File: src/rtl/pc_branch_unit_pkg.sv
// rtl/pc_branch_unit_pkg.sv - shared branch-sequencer state encoding and default sizes
package pc_branch_unit_pkg;

  typedef enum logic [1:0] {
    ST_IDLE   = 2'b00,
    ST_LATCH  = 2'b01,
    ST_DECIDE = 2'b10,
    ST_DONE   = 2'b11
  } br_state_t;

  localparam int DEF_WIDTH    = 32;
  localparam int DEF_OFFSET_W = 19;
  localparam logic [DEF_WIDTH-1:0] DEF_RESET_PC = '0;

endpackage

File: src/rtl/pc_branch_unit_sign_extend.sv
// rtl/pc_branch_unit_sign_extend.sv - replicate the input MSB up to the output width
module pc_branch_unit_sign_extend #(
  parameter int IN_W  = 19,
  parameter int OUT_W = 32
) (
  input  logic [IN_W-1:0]  din,
  output logic [OUT_W-1:0] dout
);

  assign dout = {{(OUT_W - IN_W){din[IN_W-1]}}, din};

endmodule

File: src/rtl/pc_branch_unit.sv
// rtl/pc_branch_unit.sv - program counter with fetch increment, bus load and conditional branch sequencer
module pc_branch_unit
  import pc_branch_unit_pkg::*;
#(
  parameter int               WIDTH    = DEF_WIDTH,
  parameter int               OFFSET_W = DEF_OFFSET_W,
  parameter logic [WIDTH-1:0] RESET_PC = WIDTH'(DEF_RESET_PC),
  parameter int               PC_STEP  = 1,
  parameter int               CNT_W    = 16
) (
  input  logic                clock,
  input  logic                reset_n,
  input  logic                inc_pc,
  input  logic                pc_load,
  input  logic [WIDTH-1:0]    bus_in,
  input  logic                br_start,
  input  logic                br_always,
  input  logic [OFFSET_W-1:0] br_offset,
  input  logic                con_bit,
  output logic                con_en,
  output logic [WIDTH-1:0]    pc_out,
  output logic                br_busy,
  output logic                br_done,
  output logic                br_taken,
  output logic [CNT_W-1:0]    taken_cnt
);

  br_state_t        state, state_nxt;
  logic [WIDTH-1:0] off_ext;
  logic [WIDTH-1:0] off_q;
  logic [WIDTH-1:0] pc_q;
  logic             alw_q;
  logic             taken_q;
  logic             taken;
  logic [CNT_W-1:0] cnt_q;

  pc_branch_unit_sign_extend #(
    .IN_W  (OFFSET_W),
    .OUT_W (WIDTH)
  ) u_sext (
    .din  (br_offset),
    .dout (off_ext)
  );

  always_comb begin
    state_nxt = state;
    con_en    = 1'b0;
    case (state)
      ST_IDLE:   if (br_start) state_nxt = ST_LATCH;
      ST_LATCH: begin
        con_en    = 1'b1;
        state_nxt = ST_DECIDE;
      end
      ST_DECIDE: state_nxt = ST_DONE;
      ST_DONE:   state_nxt = ST_IDLE;
      default:   state_nxt = ST_IDLE;
    endcase
  end

  // con_bit is only meaningful in DECIDE, after the flip-flop latched at the end of LATCH
  assign taken     = alw_q | con_bit;
  assign br_busy   = (state != ST_IDLE);
  assign br_done   = (state == ST_DONE);
  assign br_taken  = br_done & taken_q;
  assign pc_out    = pc_q;
  assign taken_cnt = cnt_q;

  always_ff @(posedge clock or negedge reset_n) begin
    if (!reset_n) begin
      state <= ST_IDLE;
    end else begin
      state <= state_nxt;
    end
  end

  always_ff @(posedge clock or negedge reset_n) begin
    if (!reset_n) begin
      pc_q    <= RESET_PC;
      off_q   <= '0;
      alw_q   <= 1'b0;
      taken_q <= 1'b0;
      cnt_q   <= '0;
    end else begin
      // a bus load overrides both the branch target and the fetch increment
      if (pc_load) begin
        pc_q <= bus_in;
      end else if (state == ST_DECIDE && taken) begin
        pc_q <= pc_q + off_q;
      end else if (state == ST_IDLE && inc_pc) begin
        pc_q <= pc_q + WIDTH'(PC_STEP);
      end

      if (state == ST_IDLE && br_start) begin
        off_q <= off_ext;
        alw_q <= br_always;
      end

      if (state == ST_DECIDE) begin
        taken_q <= taken;
        if (taken && cnt_q != {CNT_W{1'b1}}) begin
          cnt_q <= cnt_q + 1'b1;
        end
      end
    end
  end

endmodule

File: config.mk
export PLATFORM = sky130hd
export DESIGN_NAME = pc_branch_unit
export DESIGN_NICKNAME = d
export VERILOG_FILES = /design/src/rtl/pc_branch_unit_pkg.sv /design/src/rtl/pc_branch_unit_sign_extend.sv /design/src/rtl/pc_branch_unit.sv
export SDC_FILE = /design/constraint.sdc
export NUM_CORES = 1
export LEC_CHECK = 0
export CAP_MARGIN = 20
export CORE_MARGIN = 5
export CORE_UTILIZATION = 40
export CTS_CLUSTER_DIAMETER = 80
export DETAILED_ROUTE_END_ITERATION = 6
export PLACE_DENSITY_LB_ADDON = 0.08
export SYNTH_ARGS = -nofsm -noshare
export SYNTH_HDL_FRONTEND = slang
export SYNTH_SLANG_ARGS = --single-unit
File: constraint.sdc
create_clock -name clock -period 4.22 [get_ports clock]
set_clock_uncertainty 0.15 [all_clocks]
set_input_delay 0.422 -clock clock [delete_from_list [all_inputs] [get_ports clock]]
set_output_delay 0.422 -clock clock [all_outputs]
set_load 0.1 [all_outputs]
# Word level (Yosys, flattened, before mapping)
# Cells that the tools add are included.
# classes
add_sub_neg	3
eq_ne	5
n_mux	6
bitwise_logic	2
n_reduce_logical	8
# ops
operator	count
32-bit two-way mux	3
32-bit by 1-bit adder with 32-bit output (second input constant)	1
32-bit adder	1
16-bit by 1-bit adder with 16-bit output (second input constant)	1
16-bit inequality test (second input constant)	1
2-bit one-hot mux with 4 select lines	1
2-bit == test (second input constant)	2
1-bit logical AND	4
3-bit nonzero test	1
2-bit by 1-bit == test with 1-bit output (second input constant)	1
2-bit logical NOT	1
2-bit two-way mux	1
2-bit inequality test (second input constant)	1
2-bit AND reduction	1
2-bit nonzero test	1
1-bit AND	1
1-bit two-way mux	1
1-bit bitwise OR	1
# totals
reg_bits	71
input_bits	58
out_inout_bits	52
word_cells	30

# Longest topological paths before layout
# Gate-level depths: netlist of the first run.
# logic_depth
ltp_word	5
depth_mapped	16
depth_no_buf	14

# Modules after synthesis
# Synthesis of the first run repeated with hierarchy kept, for this count alone.
# hier_totals
cells_unflattened	623
area_unflattened_um2	5820.6
# by_module_without_submodules
module	n_inst	cells_each	area_per_inst_um2	seq_area_each_um2
pc_branch_unit	1	591	5580.4	2102.0
pc_branch_unit_sign_extend	1	32	240.2	0.0

# Worst setup path before layout of the first run
# OpenSTA, ideal clock, no wires.
# synth_timing
path_type	reg-to-reg
startpoint	register state[0]
endpoint	register pc_q[31], in the netlist pc_out[31]
setup_ns	0.125
arrival_ns	3.266
required_time_ns	3.945
path_slack_ns	0.679
path_stages_with_launch	15
n_path_buf	1
synth_period_minus_slack_ns	3.541
cell_sequence	dfrtp_1 > inv_1 > ha_1 > o21a_1 > clkbuf_1 > and2_1 > ha_1 > a211oi_2 > o311ai_2 > a21oi_2 > o211ai_4 > or4_4 > a21oi_2 > xor2_1 > mux2_2
# synth_between
elab_chain_len	4
word_cells_on_any_way	7
classes_between	eq/ne: 1; mux: 2; reduce/logical: 4
# synth_rtl
item	line_no	source
start: declaration	pc_branch_unit.sv:28	br_state_t state, state_nxt;
start signal: assignment	pc_branch_unit.sv:72	state <= state_nxt;
2-bit == test	pc_branch_unit.sv:87	end else if (state == ST_DECIDE && taken) begin
1-bit logical AND	pc_branch_unit.sv:87	
32-bit two-way mux	pc_branch_unit.sv:87	
32-bit two-way mux	pc_branch_unit.sv:85	if (pc_load) begin
end signal: assignment	pc_branch_unit.sv:86	pc_q <= bus_in;
end signal: assignment	pc_branch_unit.sv:88	pc_q <= pc_q + off_q;
end signal: assignment	pc_branch_unit.sv:90	pc_q <= pc_q + WIDTH'(PC_STEP);
end: declaration	pc_branch_unit.sv:31	logic [WIDTH-1:0] pc_q;
# Several ways; a longest one is shown, not always the timed one.
# A chain may end at the register's enable or synchronous reset.

# Final worst setup path of the first run
# layout_timing
startpoint	register state[0]
endpoint	register pc_q[18], in the netlist pc_out[18]
# The elaborated chain is that of the path after synthesis.

==> impl_metrics.tcl, run 1 <==
set metrics [dict create \
    met1_usage_pct 24.8 \
    clock-root-buffer "clkbuf_16" \
    ir_drop_v 0.000566 \
    io_pins 110 \
    drive_gt1_share_pct 12.5 \
    cts_max_path_buffers 2 \
    synth_fp_nets 589 \
    slew-limit-headroom_pct 30.6 \
    die_x_um 119 \
    detail_route.first_pass.iterations 4 \
    power.leakage_nw 2.59 \
    yosysUniqueCellTypes 62 \
    grt_pass1_wl_mm 21.2 \
    antenna_found_initial 0 \
    drt-vias-per-instance 5.33 \
    dp_cells 743 \
    cts-htree-levels 3 \
    cts_setup_buffers 0 \
    clock.fmax_mhz 266 \
    report.final.slew_viol_count 0 \
    holdBufCountCts 0 \
    cts.sinks 71 \
    worst_pin_slew_ns 1.04 \
    wl_per_cell_um 16.4 \
    die_h_um 119 \
    cp-end-kind "register" \
    drt_iter0_markers 185 \
    cts_tree "yes" \
    ys_warn_count 0 \
    port_buffers 109 \
    fin_crit_ns 3.76 \
    crit_arrival_ns 3.87 \
    fp.coreArea_um2 11500 \
    clkLatencyLatePin_ns 0.34 \
    rows 39 \
    timing.max_cap.violations 0 \
    syn_inst 506 \
    clk_pin_slew_ns 0.06 \
    gp_congestion 0.893 \
    grt_setup_unrepaired "false" \
    synth-seq-area-share_pct 37.7 \
    grt_busiest_layer "met2" \
    drc 0 \
    hold_violations 0 \
    crit_type "reg -> reg" \
    period_share_pct 89.0 \
    hpwl_mm 9.48 \
    hold_class "in -> async" \
    numCtsBuffers 9 \
    grt_util_met2_pct 28.1 \
    grt_max_degree 72 \
    start_util_pct 41.1 \
    grt_pass1_vias 4166 \
    num_antenna_cells 0 \
    power_density_nw_per_um2 807 \
    layout.cells.non_filler 759 \
    crit_fanout 4 \
    dieArea_um2 14100 \
    avgSynthCellArea_um2 9.32 \
    ys_ff_latch 71 \
    synthArstFlopShare_pct 100 \
    area_growth_pct 32.0 \
    track_usage_pct 18.2 \
    nNetsFinal 694 \
    synthesis.area_um2 4720 \
    synth-main-ff-cell "dfrtp_1" \
    fin_tns_setup_ns 0 \
    final_common_cell "clkdlybuf4s50_1" \
    cp-start-kind "register" \
    vias 4047 \
    ant_nets 0 \
    cp_data_required_time_ns 4.33 \
    final_cell_mix "clkdlybuf4s50_1, dfrtp_1, nor2_1" \
    synth_edf_count 0 \
    grt_overflow 0 \
    wl_mm 12.5 \
    outcome "finished, final reports clean" \
    setup_viol 0 \
    grt_use_met3_pct 4.49 \
    post_cts_resize_count 0 \
]
-- path summary, 6_finish.rpt --
path | to | start | slack, ns | cells past startpoint
setup / recovery | pc_out[18] | state[0] | 0.46 | 14
hold / removal | pc_out[25] | reset_n | 0.07 | 1
setup reg to reg | pc_out[18] | state[0] | 0.46 | 14
hold reg to reg | taken_q | taken_q | 0.33 | 1
max in group asynchronous | pc_out[7] | reset_n | 3.27 | 1
min in group clock | taken_q | taken_q | 0.33 | 1
-- worst max-delay path: stages, from the launching register on --
cell	delay (ns)
dfrtp_1	0.40
inv_1	0.13
ha_1	0.28
o21a_1	0.19
nand2b_1	0.09
ha_1	0.24
fa_1	0.41
a21oi_1	0.28
o21a_1	0.23
o2111ai_2	0.18
nand4_1	0.13
and3_1	0.35
xnor2_1	0.15
or3_1	0.33
a31oi_1	0.16
-- logic make-up (layout without fill, tap and decap cells) --
| logic type | after synthesis | count (layout) | share of synthesized area, % |
|---|---|---|---|
| AOI/OAI and AO/OA | 117 | 117 | 17.0 |
| xor gates and xnor gates | 37 | 37 | 6.87 |
| adders and majority gates | 25 | 25 | 6.79 |
| buffers and inverters | 37 | 147 | 3.16 |
| DFF | 71 | 71 | 37.7 |
| muxes | 42 | 42 | 9.84 |
| and+or+nand+nor | 177 | 177 | 18.6 |
-- power breakdown --
| group | internal (mW) | switching, mW |
|---|---|---|
| sequential | 0.924 | 0.222 |
| combinational | 1.02 | 2.11 |
| clock | 0.455 | 0.297 |
-- area by class of cell --
type	count	area (µm²)
Timing Repair Buffer	115	1130
Inverter	16	60.1
Clock buffer	10	229
Fill cell	1073	5240
Tap cell	143	179
Clock inverter	6	61.3
Sequential cell	71	1780
Multi-Input combinational cell	398	2790
-- registers in the layout, indices dropped and copies added (netlist names) --
register,count
pc_out,32
off_q,19
taken_cnt,16
state,2
alw_q,1
taken_q,1
-- through the flow --
stage                     setup slack, ns  util (%)  power [mW]  hold WS, ns  area [µm²]
after floorplan                     0.679         -        3.54      -0.0236        4720
after global placement              0.408      51.8        4.25        0.324        5940
after detailed placement            0.336      51.8        4.29        0.324        5940
after CTS                           0.432      54.3        5.07       0.0988        6230
after global routing                0.187      54.3        5.35        0.161        6230
final                               0.464      54.3        5.03       0.0652        6230
-- Yosys cell counts, types with 11 or more instances --
library cell | count | area share, %
a21oi_1 | 29 | 3.1
and2_1 | 20 | 2.7
clkbuf_1 | 16 | 1.3
dfrtp_1 | 71 | 38
ha_1 | 24 | 6.4
inv_1 | 16 | 1.3
mux2_2 | 35 | 8.4
nand2_1 | 41 | 3.3
nand3_1 | 20 | 2.1
nand4_1 | 11 | 1.5
nor2_1 | 42 | 3.3
nor3_1 | 11 | 1.2
o21ai_0 | 29 | 3.1
xnor2_1 | 19 | 3.5
xor2_1 | 18 | 3.3
-- routing by layer --
layer,routed length (µm),up-vias
li1,-,2022
met1,6020,1920
met2,5620,90
met3,606,15
met4,208,0
met5,0,-
(Power assumes the default switching activity.)
==> run 2: changes to the inputs <==
ABC_CLOCK_PERIOD_IN_PS = 4220   (was unset)
GPL_ROUTABILITY_DRIVEN = 0   (was unset)
SLEW_MARGIN = 20   (was unset)
==> impl_metrics.tcl, run 2 (synthesized netlist as in run 1, its figures left out) <==
set metrics [dict create \
    power.leakage_nw 2.57 \
    worst_pin_slew_ns 1.02 \
    grt_pass1_wl_mm 21.0 \
    hold_violations 0 \
    ant_nets 0 \
    post_cts_resize_count 0 \
    vias 4098 \
    final_cell_mix "clkdlybuf4s50_1, dfrtp_1, nor2_1" \
    grt_pass1_vias 4277 \
    hold_class "in -> async" \
    slew-limit-headroom_pct 31.9 \
    cts-htree-levels 3 \
    numCtsBuffers 9 \
    period_share_pct 89.2 \
    timing.max_cap.violations 0 \
    outcome "finished, final reports clean" \
    cp-end-kind "register" \
    fill_cells 1088 \
    cts.sinks 71 \
    cp-start-kind "register" \
    detail_route.first_pass.iterations 4 \
    fp.coreArea_um2 11500 \
    crit_arrival_ns 3.89 \
    fin_crit_ns 3.77 \
    io_pins 110 \
    drt-vias-per-instance 5.41 \
    drc 0 \
    fin_tns_setup_ns 0 \
    power_density_nw_per_um2 805 \
    grt_overflow 0 \
    postLayoutCoreUtil_pct 54.2 \
    layout.cells.non_filler 758 \
    clock.fmax_mhz 266 \
    area_growth_pct 31.9 \
    rows 39 \
    cts_setup_buffers 0 \
    cp_data_required_time_ns 4.34 \
    clock-root-buffer "clkbuf_16" \
    cts_max_path_buffers 2 \
    report.final.slew_viol_count 0 \
    setup_viol 0 \
    total_power_mw 5.01 \
    clk_pin_slew_ns 0.06 \
    largest_reg_flops 32 \
    die_h_um 119 \
    grt_setup_unrepaired "false" \
    clkLatencyLatePin_ns 0.35 \
    dp_cells 742 \
    antenna_found_initial 0 \
    track_usage_pct 18.2 \
    dieArea_um2 14100 \
    cts_tree "yes" \
    holdBufCountCts 0 \
    hpwl_mm 9.35 \
    port_buffers 109 \
    ir_drop_v 0.000585 \
    crit_type "reg -> reg" \
    die_x_um 119 \
    crit_fanout 4 \
    start_util_pct 41.1 \
    wl_per_cell_um 16.5 \
    wl_mm 12.5 \
    final_common_cell "clkdlybuf4s50_1" \
    grt_max_degree 72 \
    drive_gt1_share_pct 12.5 \
    num_antenna_cells 0 \
    drt_iter0_markers 160 \
    nNetsFinal 693 \
]
run 2: changes by cell type in the layout (fill, tap and decap cells not counted), sizes merged:
cell and delta:
clkinv -3, clkinvlp +2, buf -1, bufinv -1, clkbuf +1, inv +1
run 2: area by class of cell:
type                            count  area (µm²)  share of cell area (%)
Clock buffer                       11         253                    4.06
Clock inverter                      5        40.0                   0.644
Inverter                           16        60.1                   0.965
Multi-Input combinational cell    398        2790                    44.9
Sequential cell                    71        1780                    28.6
Tap cell                          143         179                    2.88
Timing Repair Buffer              114        1120                    18.0
run 2: worst paths after layout:
check | depth (start not counted) | slack [ns] | to | startpoint
hold reg to reg | 1 | 0.34 | taken_q | taken_q
hold / removal | 1 | 0.03 | pc_out[28] | reset_n
setup / recovery | 14 | 0.45 | pc_out[18] | state[0]
min in group clock | 1 | 0.34 | taken_q | taken_q
max in group asynchronous | 1 | 3.26 | pc_out[17] | reset_n
setup reg to reg | 14 | 0.45 | pc_out[18] | state[0]
run 2: report_power, final:
group	total (mW)	leakage (nW)	internal, mW	switching (mW)
clock network	0.744	0.134	0.433	0.312
logic	3.11	1.58	1.02	2.10
registers	1.15	0.862	0.923	0.228
run 2: layer usage:
metal	GRT usage, %	wire (µm)	vias up
met5	0	0	-
li1	-	-	2026
met2	29.5	5920	96
met1	23.2	5730	1970
met3	6.78	745	6
met4	4.18	86	0
run 2: critical path, cell delays in order, from the launching register on:
cell and delay, ns:
dfrtp_1 0.41, inv_1 0.13, ha_1 0.27, o21a_1 0.19, nand2b_1 0.10, ha_1 0.24
fa_1 0.42, a21oi_1 0.29, o21a_1 0.23, o2111ai_2 0.18, nand4_1 0.12, and3_1 0.35
xnor2_1 0.13, or3_1 0.31, a31oi_1 0.17
run 2: stage by stage:
stage | instance area [µm²] | hold slack, ns | setup slack, ns
6_report | 6220 | 0.0271 | 0.454
3_3_place_gp | 5930 | 0.327 | 0.413
4_1_cts | 6220 | 0.0919 | 0.432
2_1_floorplan | 4720 | -0.0236 | 0.679
3_5_place_dp | 5930 | 0.328 | 0.325
5_1_grt | 6220 | 0.144 | 0.192
